--- src/rtl/serial_sub_pkg.sv ---
// serial_sub_pkg: shared constants and FSM state encoding for the
// bit-serial subtractor.
package serial_sub_pkg;

  // Operand/result width used when the parent does not override WIDTH.
  localparam int DEFAULT_WIDTH = 8;

  // Controller states; encoding 2'd3 is unused and recovers to IDLE.
  typedef enum logic [1:0] {
    IDLE  = 2'd0,
    SHIFT = 2'd1,
    DONE  = 2'd2
  } state_t;

endpackage

--- src/rtl/serial_subtractor_cell.sv ---
// full_sub_cell: one-bit full subtractor, d = a - b - bin with borrow out.
module full_sub_cell (
  input  logic a,
  input  logic b,
  input  logic bin,
  output logic d,
  output logic bout
);

  logic w_axb;

  assign w_axb = a ^ b;
  assign d     = w_axb ^ bin;
  // Borrow when b exceeds a, or when a equals b and a borrow is pending.
  assign bout  = (~a & b) | (~w_axb & bin);

endmodule

--- src/rtl/serial_subtractor.sv ---
// serial_subtractor: computes a-b (mod 2^WIDTH) one bit per clock, LSB first.
// Optional feature macro: SERIAL_SUB_OVF_EN adds the signed-overflow output ovf.
module serial_subtractor
  import serial_sub_pkg::*;
#(
  parameter int WIDTH = DEFAULT_WIDTH
) (
  input  logic             clk,
  input  logic             rst,
  input  logic             start,
  input  logic [WIDTH-1:0] a,
  input  logic [WIDTH-1:0] b,
  output logic             busy,
  output logic             done,
  output logic [WIDTH-1:0] diff,
  output logic             borrow_out
`ifdef SERIAL_SUB_OVF_EN
  ,
  output logic             ovf
`endif
);

  // Bit counter only needs to reach WIDTH-1.
  localparam int CW = (WIDTH > 1) ? $clog2(WIDTH) : 1;

  state_t           r_state;
  state_t           w_next;
  logic [WIDTH-1:0] r_a;
  logic [WIDTH-1:0] r_b;
  logic [WIDTH-1:0] r_diff;
  logic             r_bor;
  logic [CW-1:0]    r_cnt;
  logic             w_d;
  logic             w_bout;
  logic             w_last;

  assign w_last = (r_cnt == CW'(WIDTH - 1));

  full_sub_cell u_cell (
    .a    (r_a[0]),
    .b    (r_b[0]),
    .bin  (r_bor),
    .d    (w_d),
    .bout (w_bout)
  );

  // State register.
  always_ff @(posedge clk or posedge rst) begin
    if (rst) begin
      r_state <= IDLE;
    end else begin
      r_state <= w_next;
    end
  end

  // Next-state logic: accept in IDLE, run WIDTH steps, one DONE cycle.
  always_comb begin
    w_next = r_state;
    case (r_state)
      IDLE: begin
        if (start) begin
          w_next = SHIFT;
        end else begin
          w_next = IDLE;
        end
      end
      SHIFT: begin
        if (w_last) begin
          w_next = DONE;
        end else begin
          w_next = SHIFT;
        end
      end
      DONE:    w_next = IDLE;
      default: w_next = IDLE;
    endcase
  end

  // Datapath: load on accepted start, then one subtract step per SHIFT cycle.
  always_ff @(posedge clk or posedge rst) begin
    if (rst) begin
      r_a    <= '0;
      r_b    <= '0;
      r_diff <= '0;
      r_bor  <= 1'b0;
      r_cnt  <= '0;
    end else begin
      case (r_state)
        IDLE: begin
          if (start) begin
            r_a    <= a;
            r_b    <= b;
            r_diff <= '0;
            r_bor  <= 1'b0;
            r_cnt  <= '0;
          end
        end
        SHIFT: begin
          r_diff <= {w_d, r_diff[WIDTH-1:1]};
          r_a    <= {1'b0, r_a[WIDTH-1:1]};
          r_b    <= {1'b0, r_b[WIDTH-1:1]};
          r_bor  <= w_bout;
          r_cnt  <= r_cnt + CW'(1);
        end
        default: begin
          r_cnt <= r_cnt;
        end
      endcase
    end
  end

`ifdef SERIAL_SUB_OVF_EN
  logic r_ovf;

  // Signed overflow: borrow into the MSB step differs from borrow out of it.
  always_ff @(posedge clk or posedge rst) begin
    if (rst) begin
      r_ovf <= 1'b0;
    end else if ((r_state == IDLE) && start) begin
      r_ovf <= 1'b0;
    end else if ((r_state == SHIFT) && w_last) begin
      r_ovf <= r_bor ^ w_bout;
    end
  end

  assign ovf = r_ovf;
`endif

  assign busy       = (r_state == SHIFT);
  assign done       = (r_state == DONE);
  assign diff       = r_diff;
  assign borrow_out = r_bor;

endmodule

--- config.mk ---
export PLATFORM = sky130hd
export DESIGN_NAME = serial_subtractor
export DESIGN_NICKNAME = d
export VERILOG_FILES = /design/src/rtl/serial_sub_pkg.sv /design/src/rtl/serial_subtractor_cell.sv /design/src/rtl/serial_subtractor.sv
export SDC_FILE = /design/constraint.sdc
export NUM_CORES = 1
export LEC_CHECK = 0
export ABC_AREA = 1
export CORE_ASPECT_RATIO = 0.7
export CORE_MARGIN = 1.5
export CORE_UTILIZATION = 45
export CTS_CLUSTER_SIZE = 12
export DETAILED_ROUTE_END_ITERATION = 10
export PLACE_DENSITY = 0.75
export SYNTH_ARGS = -nofsm -noshare
export SYNTH_HDL_FRONTEND = slang
export SYNTH_SLANG_ARGS = --single-unit
--- constraint.sdc ---
create_clock -name clk -period 1.1 [get_ports clk]
set_input_delay 0.22 -clock clk [delete_from_list [all_inputs] [get_ports clk]]
set_output_delay 0.22 -clock clk [all_outputs]
set_load 0.01 [all_outputs]
==> flow_summary.json <==
{
  "violations": "setup timing",
  "crit_path_start": "r_state[1]",
  "hold_viol_final": 0,
  "dp.cells": 250,
  "num_vias": 1320,
  "wl_per_cell_um": 12.95,
  "rsz0062_at_grt": "true",
  "via_per_inst": 5.019,
  "drt_pre_antenna_iters": 4,
  "boundaryPins": 30,
  "synth-warning-count": 0,
  "hold_path.class": "in -> async",
  "cts_tree": "done",
  "synthCells": 179,
  "drc_errors": 0,
  "fill_cells": 222,
  "path_max_fanout": 3,
  "seqCellArea_sq_um": 750.7,
  "synth_most_common_cell": "nand2_1",
  "synth_top_cell_by_area": "dfrtp_1",
  "dieArea_sq_mm": 0.003513,
  "worst_pin_slew_ns": 0.2196,
  "slew_viol_final": 0,
  "grt_pass1_vias": 1293,
  "cts_buffers": 5,
  "wirelength_um": 3407,
  "p_total_uw": 5263,
  "die_y_um": 50.04,
  "maxSlewHeadroom": 0.8530,
  "initialDrtViolationCount": 80,
  "fin_crit_sh": 1.124,
  "synth_top_area_share": 0.5277,
  "cts_root_buffer": "clkbuf_8",
  "initial_utilization": 0.4901,
  "grt_first_pass_wirelength_um": 5802,
  "critPathCaptureType": "output port",
  "clkSlewWorstSetupHoldPaths_ns": 0.07,
  "regToRegStartpoint": "r_state[0]",
  "regToRegEndpoint": "r_cnt[0]",
  "power-per-cell-area_mw_per_mm2": 2684,
  "rows": 16,
  "path_class": "reg -> out",
  "htree_levels": 2,
  "synth-async-reset-ratio": 1.000,
  "ys_seq_area_frac": 0.5277,
  "synth_edf_count": 0,
  "syn-num-nets": 201,
  "syn2layout_area_growth_pct": 37.82,
  "final.min_clock_period_ns": 1.236,
  "nets": 248,
  "synth_cell_types": 15,
  "synth_commonest_cells": "nand2_1 (107), dfrtp_1 (30), nand3_1 (16)",
  "start_kind": "register",
  "synthesis.area_sq_mm": 0.001423,
  "reg2reg_slack_ns": -0.12,
  "drv_cap": 0,
  "grt_max_degree": 31,
  "antenna_found_initial": 0,
  "fin_cells": 263,
  "track_usage": 0.2205,
  "setup_viol": 30,
  "holdWs_ns": 0.2685,
  "arrival_ns": 1.02,
  "io_buffers": 29,
  "dp_hpwl_um": 2180,
  "clock-sinks": 30,
  "p_leak_uw": 0.001086,
  "clockBufferDepth": 2,
  "postCtsHoldBufs": 0,
  "postRouteAntennaNets": 0,
  "yosys-top-cells-area": "dfrtp_1 (53%), nand2_1 (28%), nand3_1 (5.6%), buf_6 (2.4%), ha_1 (1.8%)",
  "finalClockSkew_ns": 0.01056,
  "die_w_um": 70.20,
  "r2r_cells": 6,
  "status": "finished with violations",
  "setup_ws_ns": -0.1362,
  "setup_tns_ns": -2.499,
  "required_ns": 0.88,
  "peakVddDrop_mv": 1.848,
  "clk_latency_ns": 0.28,
  "clock.fmax_mhz": 809.0,
  "ys_ff_latch": 30,
  "grt_overflow": 0,
  "core_area_sq_mm": 0.002903,
  "layout-drive-gt1-share": 0.1938,
  "gp_congestion": 0.8377,
  "syn_area_per_cell_sq_um": 7.948,
  "diodes": 0,
  "synth_ff_type": "dfrtp_1",
  "multi_input_area_sq_um": 579.3
}
## repair_timing
action	in CTS	in global routing
pin swaps	2	0
endpoints found under the hold margin	0	0
resized for setup	53	3
setup buffers	4	0
gates cloned	1	0
setup endpoints to repair	40	33
## layout by cell type (no fill, tap or decap), drive strengths merged
cell type,n
fa,1
inv,6
nor2,3
dfrtp,30
clkbuf,7
ha,2
buf,31
nand3,16
nand2,108
o21ai,4
clkdlybuf4s50,18
clkinv,1
## per-layer routing
metal | GRT usage | share of wire
met5 | 0 | 0
met4 | 0.07051 | 0.010
met3 | 0.09611 | 0.079
met2 | 0.3302 | 0.45
met1 | 0.2893 | 0.46
## stage by stage
stage / worst slack, ns / cell area, sq um / util
finish: -0.1362 / 1961 / 0.6754
global route: -0.1838 / 1961 / 0.6754
CTS: -0.1344 / 1969 / 0.6784
detailed placement: -0.2879 / 1814 / 0.6250
global placement: -0.2260 / 1814 / 0.6250
floorplan: 0.01584 / 1423 / -
## worst max path at each step
stage,endpoint,cells past startpoint
global route,busy,4
detailed placement,r_b[1],5
finish,busy,4
CTS,busy,4
floorplan,r_a[0],6
global placement,busy,4
## critical path: stages, from the launching register on
cell and delay (ns):
dfrtp_1 0.39, inv_2 0.11, nand2_2 0.07, inv_2 0.06, buf_6 0.09
## cell type report
cell class / count / share of cell area
repair buffers: 49 / 0.2393
clock inverters: 1 / 0.002553
multi-input cells: 134 / 0.2955
well taps: 36 / 0.02297
inverters: 6 / 0.01276
flip-flops and latches: 30 / 0.3829
clock buffers: 7 / 0.04403
## state kept, by name (all words and copies together) (netlist names)
name / cells
borrow_out: 1
diff: 8
r_b: 8
r_cnt: 3
r_state: 2
r_a: 8
## where the power goes
group / internal (uW) / switching, uW
clock: 503 / 395
sequential: 1580 / 271
combinational: 1150 / 1370
## logic make-up after synthesis
logic type | Yosys count | synth area share
buffers and inverters | 15 | 0.07299
adder cells (fa/ha/maj) | 3 | 0.03166
AO/OA/AOI/OAI | 4 | 0.01671
flip-flops | 30 | 0.5277
AND/OR/NAND/NOR | 127 | 0.3509
(Power assumes the default switching activity.)
==> patch: new RTL, same settings <==
Set the package constant `DEFAULT_WIDTH` to 4 (it was 8).
--- a/src/rtl/serial_sub_pkg.sv
+++ b/src/rtl/serial_sub_pkg.sv
@@ -5,3 +5,3 @@
   // Operand/result width used when the parent does not override WIDTH.
-  localparam int DEFAULT_WIDTH = 8;
+  localparam int DEFAULT_WIDTH = 4;
 
Ports: changed (resized a, b and diff); port bits go from 30 to 18. The function was not compared with the original's and may differ.
==> patch against the unedited design <==
  * Utilization fell by 2.0 points
  * Power decreased by 46%
  * Synthesized area down 44%
  * Count of clock-buffer cells in the layout down 3
  * Wire length shrank 52%
  * Cell area decreased by 46%
  * The flow still finishes with violations (setup timing)
  * Sequential cell count is 13 lower
  * Worst setup slack better by 0.033 ns
==> patch: results (changes against the unedited design) <==
outcome:
  outcome: "finished with violations"
  violations: "setup timing"
finish:
  fillers: 151  # -32%
  multi_input_area_share_pct: 29.8  # +0.22 points
  nNonClkBuffers: 30  # -39%
  drive_gt1_share_pct: 22.8  # +3.5 points
  clockNetworkAreaShare_pct: 2.47  # -2.2 points
  buf_share_pct: 23.2  # -0.75 points
  multiInputCombCellCount: 70  # -48%
  seq_share_pct: 40.0  # +1.7 points
  nClkBuffers: 4  # -3
critical_path:
  regToRegSetupSlack_ns: -0.04  # +0.08 ns
  arrival_ns: 0.98  # -0.04 ns
drt:
  drt-wirelength-per-cell_um: 11.1  # -14%
  drt_iter0_markers: 6  # -93%
  vias: 694  # -47%
  vias_per_cell: 4.69  # -6.6%
grt:
  grt_first_pass_wirelength_um: 2720  # -53%
  grtUsageTotal_pct: 19.8  # -2.3 points
  grt_start_max_net_pins: 18  # -42%
  grt_pass1_vias: 627  # -52%
pwr:
  finalPower_uw: 2850  # -46%
  seq_power_uw: 1070  # -42%
  switchingPower_uw: 1140  # -44%
  ir_worst_vdd_v: 0.00178  # -3.8%
  pg_clk_uw: 344  # -62%
  total_leakage_power_uw: 0.000589  # -46%
timing:
  setup_viol: 11  # -63%
  worstMarginPinSlew_ns: 0.224  # +0.00476 ns
  setup_ws_ns: -0.103  # +0.0328 ns
  fin_skew_ns: 0.00332  # -0.00725 ns
logic_synthesis:
  syn_nets: 109  # -46%
  ys_seq_area_share_pct: 53.7  # +0.94 points
  synth_commonest_cells: "nand2_1 (53), dfrtp_1 (17), nand3_1 (8)"
  ys_warn_count: 0  # unchanged
  synth_cell_type_count: 12  # -3
  synth_area_leaders: "dfrtp_1 (54%), nand2_1 (25%), nand3_1 (5.1%), buf_6 (2.8%), fa_1 (2.5%)"
  syn-mean-instance-area_sq_um: 8.25  # +3.8%
clocking:
  clock_latency_ns: 0.30  # +0.02 ns
  cts_htree_levels: 1  # -1
  clock_path_buffers: 2  # unchanged
  clockRootBuffer: "clkbuf_4"
  path_clk_slew_ns: 0.10  # +0.03 ns
  cts_buffers: 3  # -2
  clock_sinks: 17  # -43%
placement:
  gp_congestion: 0.757  # -9.6%
  post-place-cells: 142  # -43%
  io_buffers: 17  # -41%
  dp_hpwl_um: 1180  # -46%
==> patch: cell types whose count changed after synthesis, sizes merged <==
cell,change
nand3,-8
buf,-6
ha,-1
dfrtp,-13
nand2,-55
==> patch: repair_timing <==
action                     in CTS  in global routing
pin swaps                       3                  1
setup endpoints to repair      20                 20
setup buffers                   1                  2
resized for setup              36                  0
==> patch: stage by stage <==
stage	hold WS [ns]	setup slack, ns	setup TNS [ns]	utilization, %	area [sq um]
finish	0.231	-0.103	-0.287	65.6	1060
global route	0.237	-0.169	-1.40	65.6	1060
CTS	0.246	-0.112	-0.353	64.7	1050
detailed placement	0.467	-0.228	-2.16	64.2	1040
global placement	0.458	-0.220	-2.14	64.2	1040
floorplan	0.146	0.0172	0	-	792
==> patch: layer usage <==
layer / part of all wire [%] / wire, um / track usage [%]
met1: 48 / 797 / 24.2
met5: 0 / 0 / 0
met2: 44 / 727 / 32.2
met3: 5.9 / 97 / 8.59
met4: 1.6 / 27 / 5.13
==> patch: worst max-delay path: stages, from the launching register on <==
cell	delay, ns
dfrtp_1	0.40
inv_2	0.07
nand2_2	0.06
inv_2	0.06
buf_6	0.09
==> patch: worst paths after layout <==
kind | depth (start not counted) | end
worst max-delay path | 4 | busy
worst min-delay path | 3 | r_b[2]
worst max register to register | 5 | diff[3]
worst min register to register | 2 | r_cnt[1]
max in group asynchronous | 3 | r_state[1]
min in group clk | 3 | r_b[3]
==> patch: cell families after synthesis <==
| logic type | synth area share, % |
|---|---|
| AOI/OAI and AO/OA | 3.95 |
| buffers and inverters | 6.64 |
| and+or+nand+nor | 31.6 |
| DFF | 53.7 |
| adders and majority gates | 4.11 |
